--- src/rtl/fetch_pc_queue.sv ---
// Fetch front end: drives two icache word addresses (PC, PC+4) each cycle, queues the
// returned {pc, inst} pairs and presents them to decode with a valid/ready handshake.
module fetch_pc_queue #(
    parameter int unsigned     DEPTH    = 8,
    parameter int unsigned     PC_W     = 64,
    parameter int unsigned     INST_W   = 32,
    parameter logic [PC_W-1:0] RESET_PC = '0
) (
    input  logic                       clk,
    input  logic                       rst_n,
    input  logic                       redirect_valid,
    input  logic [PC_W-1:0]            redirect_pc,
    output logic [PC_W-1:0]            ic_addr0,
    output logic [PC_W-1:0]            ic_addr1,
    input  logic [INST_W-1:0]          ic_inst0,
    input  logic [INST_W-1:0]          ic_inst1,
    output logic                       deq_valid,
    input  logic                       deq_ready,
    output logic [PC_W-1:0]            deq_pc,
    output logic [INST_W-1:0]          deq_inst,
    output logic [$clog2(DEPTH):0]     count
);

    localparam int unsigned PTR_W = $clog2(DEPTH);
    localparam int unsigned CNT_W = PTR_W + 1;

    typedef enum logic [1:0] {
        ModeFlush,
        ModeFill,
        ModeHold
    } mode_e;

    logic [PC_W-1:0]   pc_q, pc_d, pc_plus4;
    logic [PTR_W-1:0]  head_q, head_d, tail_q, tail_d, tail_next;
    logic [CNT_W-1:0]  count_q, count_d;
    logic [PC_W-1:0]   pc_mem   [DEPTH];
    logic [INST_W-1:0] inst_mem [DEPTH];
    mode_e             mode;
    logic              pop;

    // Address wrap modulo 2^PC_W falls out of the fixed-width add.
    assign pc_plus4  = pc_q + PC_W'(4);
    assign ic_addr0  = {2'b00, pc_q[PC_W-1:2]};
    assign ic_addr1  = {2'b00, pc_plus4[PC_W-1:2]};
    assign tail_next = tail_q + PTR_W'(1);

    assign deq_valid = (count_q != '0) && !redirect_valid;
    assign pop       = deq_valid && deq_ready;
    assign deq_pc    = deq_valid ? pc_mem[head_q] : '0;
    assign deq_inst  = deq_valid ? inst_mem[head_q] : '0;
    assign count     = count_q;

    // Free space is judged on the start-of-cycle count; a same-cycle pop is not credited.
    always_comb begin
        mode = ModeHold;
        if (redirect_valid) begin
            mode = ModeFlush;
        end else if (count_q <= CNT_W'(DEPTH - 2)) begin
            mode = ModeFill;
        end
    end

    always_comb begin
        pc_d    = pc_q;
        head_d  = head_q;
        tail_d  = tail_q;
        count_d = count_q;
        unique case (mode)
            ModeFlush: begin
                pc_d    = {redirect_pc[PC_W-1:2], 2'b00};
                head_d  = '0;
                tail_d  = '0;
                count_d = '0;
            end
            ModeFill: begin
                pc_d    = pc_q + PC_W'(8);
                tail_d  = tail_q + PTR_W'(2);
                head_d  = head_q + PTR_W'(pop);
                count_d = count_q + (pop ? CNT_W'(1) : CNT_W'(2));
            end
            ModeHold: begin
                head_d  = head_q + PTR_W'(pop);
                count_d = count_q - CNT_W'(pop);
            end
            default: ;
        endcase
    end

    always_ff @(posedge clk or negedge rst_n) begin
        if (!rst_n) begin
            pc_q    <= RESET_PC;
            head_q  <= '0;
            tail_q  <= '0;
            count_q <= '0;
        end else begin
            pc_q    <= pc_d;
            head_q  <= head_d;
            tail_q  <= tail_d;
            count_q <= count_d;
        end
    end

    // Payload storage needs no reset: it is only visible while deq_valid is high.
    always_ff @(posedge clk) begin
        if (mode == ModeFill) begin
            pc_mem[tail_q]      <= pc_q;
            inst_mem[tail_q]    <= ic_inst0;
            pc_mem[tail_next]   <= pc_plus4;
            inst_mem[tail_next] <= ic_inst1;
        end
    end

endmodule

--- config.mk ---
export PLATFORM = sky130hd
export DESIGN_NAME = fetch_pc_queue
export DESIGN_NICKNAME = d
export VERILOG_FILES = /design/src/rtl/fetch_pc_queue.sv
export SDC_FILE = /design/constraint.sdc
export NUM_CORES = 1
export LEC_CHECK = 0
export CAP_MARGIN = 20
export CORE_MARGIN = 2
export CORE_UTILIZATION = 52
export DETAILED_ROUTE_END_ITERATION = 16
export GPL_TIMING_DRIVEN = 0
export MAX_ROUTING_LAYER = met4
export PLACE_DENSITY = 0.85
export SYNTH_ARGS = -nofsm -noshare
export SYNTH_HDL_FRONTEND = slang
export SYNTH_SLANG_ARGS = --single-unit
--- constraint.sdc ---
create_clock -name clk -period 4.3 [get_ports clk]
set_input_delay 0.86 -clock clk [delete_from_list [all_inputs] [get_ports clk]]
set_output_delay 0.86 -clock clk [all_outputs]
set_load 0.02 [all_outputs]
### Word-level counts from Yosys, hierarchy flattened

Memory sizes are Yosys's and may differ from the RTL's.
Cells that the tools add are included.

| storage, ports and cells | value |
|---|---|
| RAM bits | 768 |
| bits of input ports | 132 |
| memories kept | 2 |
| register bits after elaboration | 74 |

Memory list:

| name | depth | bits a word | rd ports | clocked after Yosys merged registers in | write ports | line | text |
|---|---|---|---|---|---|---|---|
| pc_mem | 8 | 64 | 1 | 0 | 2 | 36 | `logic [PC_W-1:0] pc_mem [DEPTH];` |
| inst_mem | 8 | 32 | 1 | 0 | 2 | 37 | `logic [INST_W-1:0] inst_mem [DEPTH];` |

| operators by class | value |
|---|---|
| reductions and logical operators | 9 |
| $add $sub $neg | 7 |
| equality and inequality tests | 2 |
| mux-type cells | 11 |
| magnitude comparators | 1 |

Operator list:

| operator | count |
|---|---|
| $pmux 64 s2 | 1 |
| $add 64x3->64 const B | 1 |
| $add 64x4->64 const B | 1 |
| $mux 64 | 1 |
| $mux 32 | 1 |
| $pmux 3 s2 | 2 |
| $pmux 4 s3 | 1 |
| $mux 2 | 3 |
| $add 4x2->4 | 1 |
| $le 4x3->1 const B | 1 |
| $reduce_bool 2->1 | 2 |
| $reduce_bool 4->1 | 1 |
| $sub 4x1->4 | 1 |
| $add 3x1->3 | 1 |
| $add 3x1->3 const B | 1 |
| $add 3x2->3 const B | 1 |
| $reduce_bool 3->1 | 1 |
| $eq 2x1->1 const B | 1 |
| $eq 2x2->1 const B | 1 |
| $logic_and 1x1->1 | 2 |
| $logic_not 2->1 | 1 |
| $mux 1 | 2 |
| $reduce_or 2->1 | 1 |
| $logic_not 1->1 | 1 |

### Logic depth before layout (Yosys ltp)

| logic depth | value |
|---|---|
| depth in word-level cells | 6 |
| depth in mapped cells | 12 |

### Worst setup path before layout

OpenSTA, ideal clock, no wires.

| path | value |
|---|---|
| path type | flip-flop to flip-flop |
| start point | register count_q[2] (netlist: count[2]) |
| end point | memory inst_mem[2][0], enable pin |
| buffers on the path | 2 |
| cell stages (with the launch flop) | 6 |
| setup slack | -214 ps |
| data required time | 3805 ps |
| arrival time | 4019 ps |
| path through | dfrtp_1 -> a31oi_1 -> clkbuf_1 -> nand3_1 -> inv_2 -> clkbuf_1 |

RTL lines:

| what | line | text |
|---|---|---|
| start, declared | 35 | `logic [CNT_W-1:0] count_q, count_d;` |
| start signal, assigned | 99 | `count_q <= count_d;` |
| end, declared | 37 |  |

### Worst setup path in the final report

| path | value |
|---|---|
| start point | register head_q[1] |
| end point | output port deq_pc[41] |

| on the way | value |
|---|---|
| word-level cells in the longest chain between the ends | 2 |

Ends and longest elaborated chain:

| what | line | text |
|---|---|---|
| start, declared | 34 | `logic [PTR_W-1:0] head_q, head_d, tail_q, tail_d, tail_next;` |
| start signal, assigned | 92 | `head_q <= '0;` |
| start signal, assigned | 97 | `head_q <= head_d;` |
| $mem_v2 8x64 | -- |  |
| $mux 64 | 49 | `assign deq_pc = deq_valid ? pc_mem[head_q] : '0;` |
| end, declared | 19 | `output logic [PC_W-1:0] deq_pc,` |

No other way between the ends.

==> flow_summary.json <==
{
  "status": "finished with violations",
  "failed_checks": "setup timing",
  "fin_crit_sh": 1.01,
  "fin_util": 0.652,
  "ios": 361,
  "dpl.hpwl_um": 85600,
  "tns_ns": -0.0949,
  "insertion_delay_ns": 0.67,
  "overflow": 0,
  "clockBufferDepth": 3,
  "die_h_um": 278,
  "syn_area_mm2": 0.0392,
  "gp_congestion": 1.03,
  "crit_type": "reg -> out",
  "cts_root_buf": "clkbuf_16",
  "grt_pass1_wl_um": 191000,
  "synth_top_area_cell": "edfxtp_1",
  "syn_inst": 2893,
  "antenna_found_initial": 6,
  "fin_ws_ns": -0.0494,
  "synth-seq-cells": 823,
  "slew_violations": 0,
  "ant_nets": 0,
  "drive_above_1_share": 0.185,
  "async_flop_share": 0.0863,
  "fillers": 5091,
  "io_buffers": 352,
  "drt_iter0_drc": 4631,
  "setup_viol": 4,
  "hold_class": "in -> async",
  "die_w_um": 278,
  "syn_to_final_growth_pct": 24.1,
  "arrival_ns": 3.49,
  "htreeDepth": 3,
  "netlist.area_leader.share": 0.576,
  "period_needed_ns": 4.35,
  "avgSynthCellArea_um2": 13.5,
  "first_pass_iters": 6,
  "dp_cells": 4234,
  "nNetsFinal": 3549,
  "slew_headroom": 0.185,
  "path_max_fanout": 10,
  "synth_edf_count": 752,
  "power.density_mw_per_mm2": 498,
  "start_util": 0.525,
  "grt_pass1_vias": 28500,
  "grt_start_max_net_pins": 72,
  "viasPerCell": 6.43,
  "wire_per_inst_um": 30.4,
  "core_mm2": 0.0746,
  "layoutNonFillerInstCount": 4454,
  "synth_mux_area_frac": 0.133,
  "synthTopCellsByArea": "edfxtp_1 58%, mux4_2 11%, nand2_1 5.2%",
  "synth_fa_ha_area_frac": 0.00434,
  "power.total_w": 0.0242,
  "finalClockSkew_ns": 0.0390,
  "cts.sinks": 823,
  "rows": 100,
  "drt-total-wl_um": 136000,
  "slowest_stage": "clkbuf_1",
  "clk_pin_slew_worst_paths_ns": 0.06,
  "ys_warn_count": 0,
  "gr-usage-all-layers": 0.356,
  "yosysSeqAreaShare": 0.622,
  "peakVddDrop_uv": 313,
  "synth_compound_area_frac": 0.0131,
  "cts_buffers": 86,
  "endpoint_kind": "output port",
  "synth-simple-area-share": 0.125,
  "cp_data_required_time_ns": 3.44,
  "finalHoldViolations": 0,
  "synth_xor_area_frac": 0.0762,
  "tightest_slew_ns": 1.22,
  "hold_ws_ns": 0.101,
  "die-area_mm2": 0.0775,
  "drc": 0,
  "synth_cell_types": 59,
  "path_cells": "clkbuf_2, clkbuf_1, mux4_2, mux2i_1, nor2_1, clkdlybuf4s50_1",
  "startpoint_type": "flop",
  "worst_path_largest_cell_delay_ns": 0.79,
  "ys.flop_type": "edfxtp_1",
  "synth_top_family_by_area": "multiplexers",
  "max_freq_ghz": 0.230,
  "leakagePower_nw": 17.1,
  "maxCapViolCount": 0,
  "cts_tree": "done",
  "vias": 28600
}
-- through the flow --
stage | area [µm²] | setup WS (ns)
5_1_grt | 48600 | -0.0524
3_5_place_dp | 44400 | -1.11
6_report | 48600 | -0.0494
4_1_cts | 48200 | 0.000667
2_1_floorplan | 39200 | 0.454
3_3_place_gp | 43900 | -3.02
-- per-layer routing --
| layer | share of wire | global-route usage | wire [µm] | vias to the layer above |
|---|---|---|---|---|
| met2 | 0.46 | 0.538 | 62300 | 2501 |
| met1 | 0.33 | 0.419 | 44800 | 13900 |
| met4 | 0.070 | 0.216 | 9520 | 0 |
| met5 | 0 | - | 0 | - |
| li1 | - | - | - | 11500 |
| met3 | 0.14 | 0.113 | 18900 | 654 |
-- Yosys cell counts (4+ instances only) --
cell type,count
mux2i_1,96
buf_1,41
nor3_2,8
nor3_1,86
clkinv_1,7
nand3_1,60
and4_1,11
xnor2_1,135
nor4_1,10
edfxtp_1,752
and2_1,10
inv_1,14
inv_2,4
buf_2,32
or3_1,16
nand4_1,46
o21ai_0,48
nor2_1,258
nor4_2,4
xor2_1,206
o211ai_1,4
or4_1,10
clkbuf_1,125
buf_4,15
nand2_1,541
dfrtp_1,71
or2_2,5
and3_1,10
nor2b_1,4
mux4_2,188
a31oi_1,20
ha_1,12
-- cell families after synthesis --
group | Yosys count
other | 1
adders and majority gates | 13
DFF | 823
and+or+nand+nor | 1101
muxes | 284
AOI/OAI and AO/OA | 87
xor gates and xnor gates | 341
buffers and inverters | 243
-- report_power, final --
part | switching, W | internal [W] | leakage (nW)
combinational | 0.00372 | 0.00226 | 7.94
sequential | 0.000397 | 0.00992 | 7.73
clock | 0.00323 | 0.00465 | 1.44
-- cell usage in the layout, fill, tap and decap left out, types with 54 or more instances in the layout --
cell and count:
xor2_1 203, mux4_2 188, nand3_1 54, nor3_1 74
xnor2_1 126, nor2_1 252, buf_4 92, edfxtp_1 752
clkbuf_16 89, mux2i_1 95, clkdlybuf4s50_1 296, clkbuf_1 86
nand2_1 537
-- area by class of cell --
type	count	area [µm²]	share of cell area
clock inverters	52	582	0.0120
well taps	969	1210	0.0249
clock buffers	109	2380	0.0490
multi-input cells	1832	14300	0.294
diodes	8	20.0	0.000412
inverters	25	110	0.00227
flip-flops and latches	823	24400	0.502
plain buffers	207	1220	0.0251
repair buffers	429	4410	0.0907
-- flip-flops by register name, summed over array words and instances (netlist names) --
register and cells:
head_q 3, inst_mem 256, count 4, tail_q 2, pc_q 62, pc_mem 496
-- timing repair --
item,CTS,global route
pin swaps,21,9
setup buffers,46,11
hold buffers,0,0
gates resized for setup,269,93
endpoints found under the setup margin,149,80
-- worst paths after layout --
check / start / to / slack, ns / cells after the start
hold / removal: rst_n / pc_q[44]$_DFFE_PN0P_ / 0.10 / 1
min in group clk: pc_q[19]$_DFFE_PN0P_ / pc_mem[4][19]$_DFFE_PP_ / 0.55 / 0
max in group asynchronous: rst_n / pc_q[13]$_DFFE_PN0P_ / 3.46 / 2
setup / recovery: head_q[1]$_DFFE_PN0P_ / deq_pc[41] / -0.05 / 6
hold reg to reg: pc_q[19]$_DFFE_PN0P_ / pc_mem[4][19]$_DFFE_PP_ / 0.55 / 0
setup reg to reg: count[3]$_DFFE_PN0P_ / pc_mem[3][51]$_DFFE_PP_ / 0.24 / 8
-- critical path, delay by kind of cell, from the launching register on --
kind / cells / cell delay, ns
multiplexers: 2 / 0.73
buffers and inverters: 3 / 1.67
flip-flops: 1 / 0.35
AND/OR/NAND/NOR: 1 / 0.08
(Power assumes the default switching activity.)
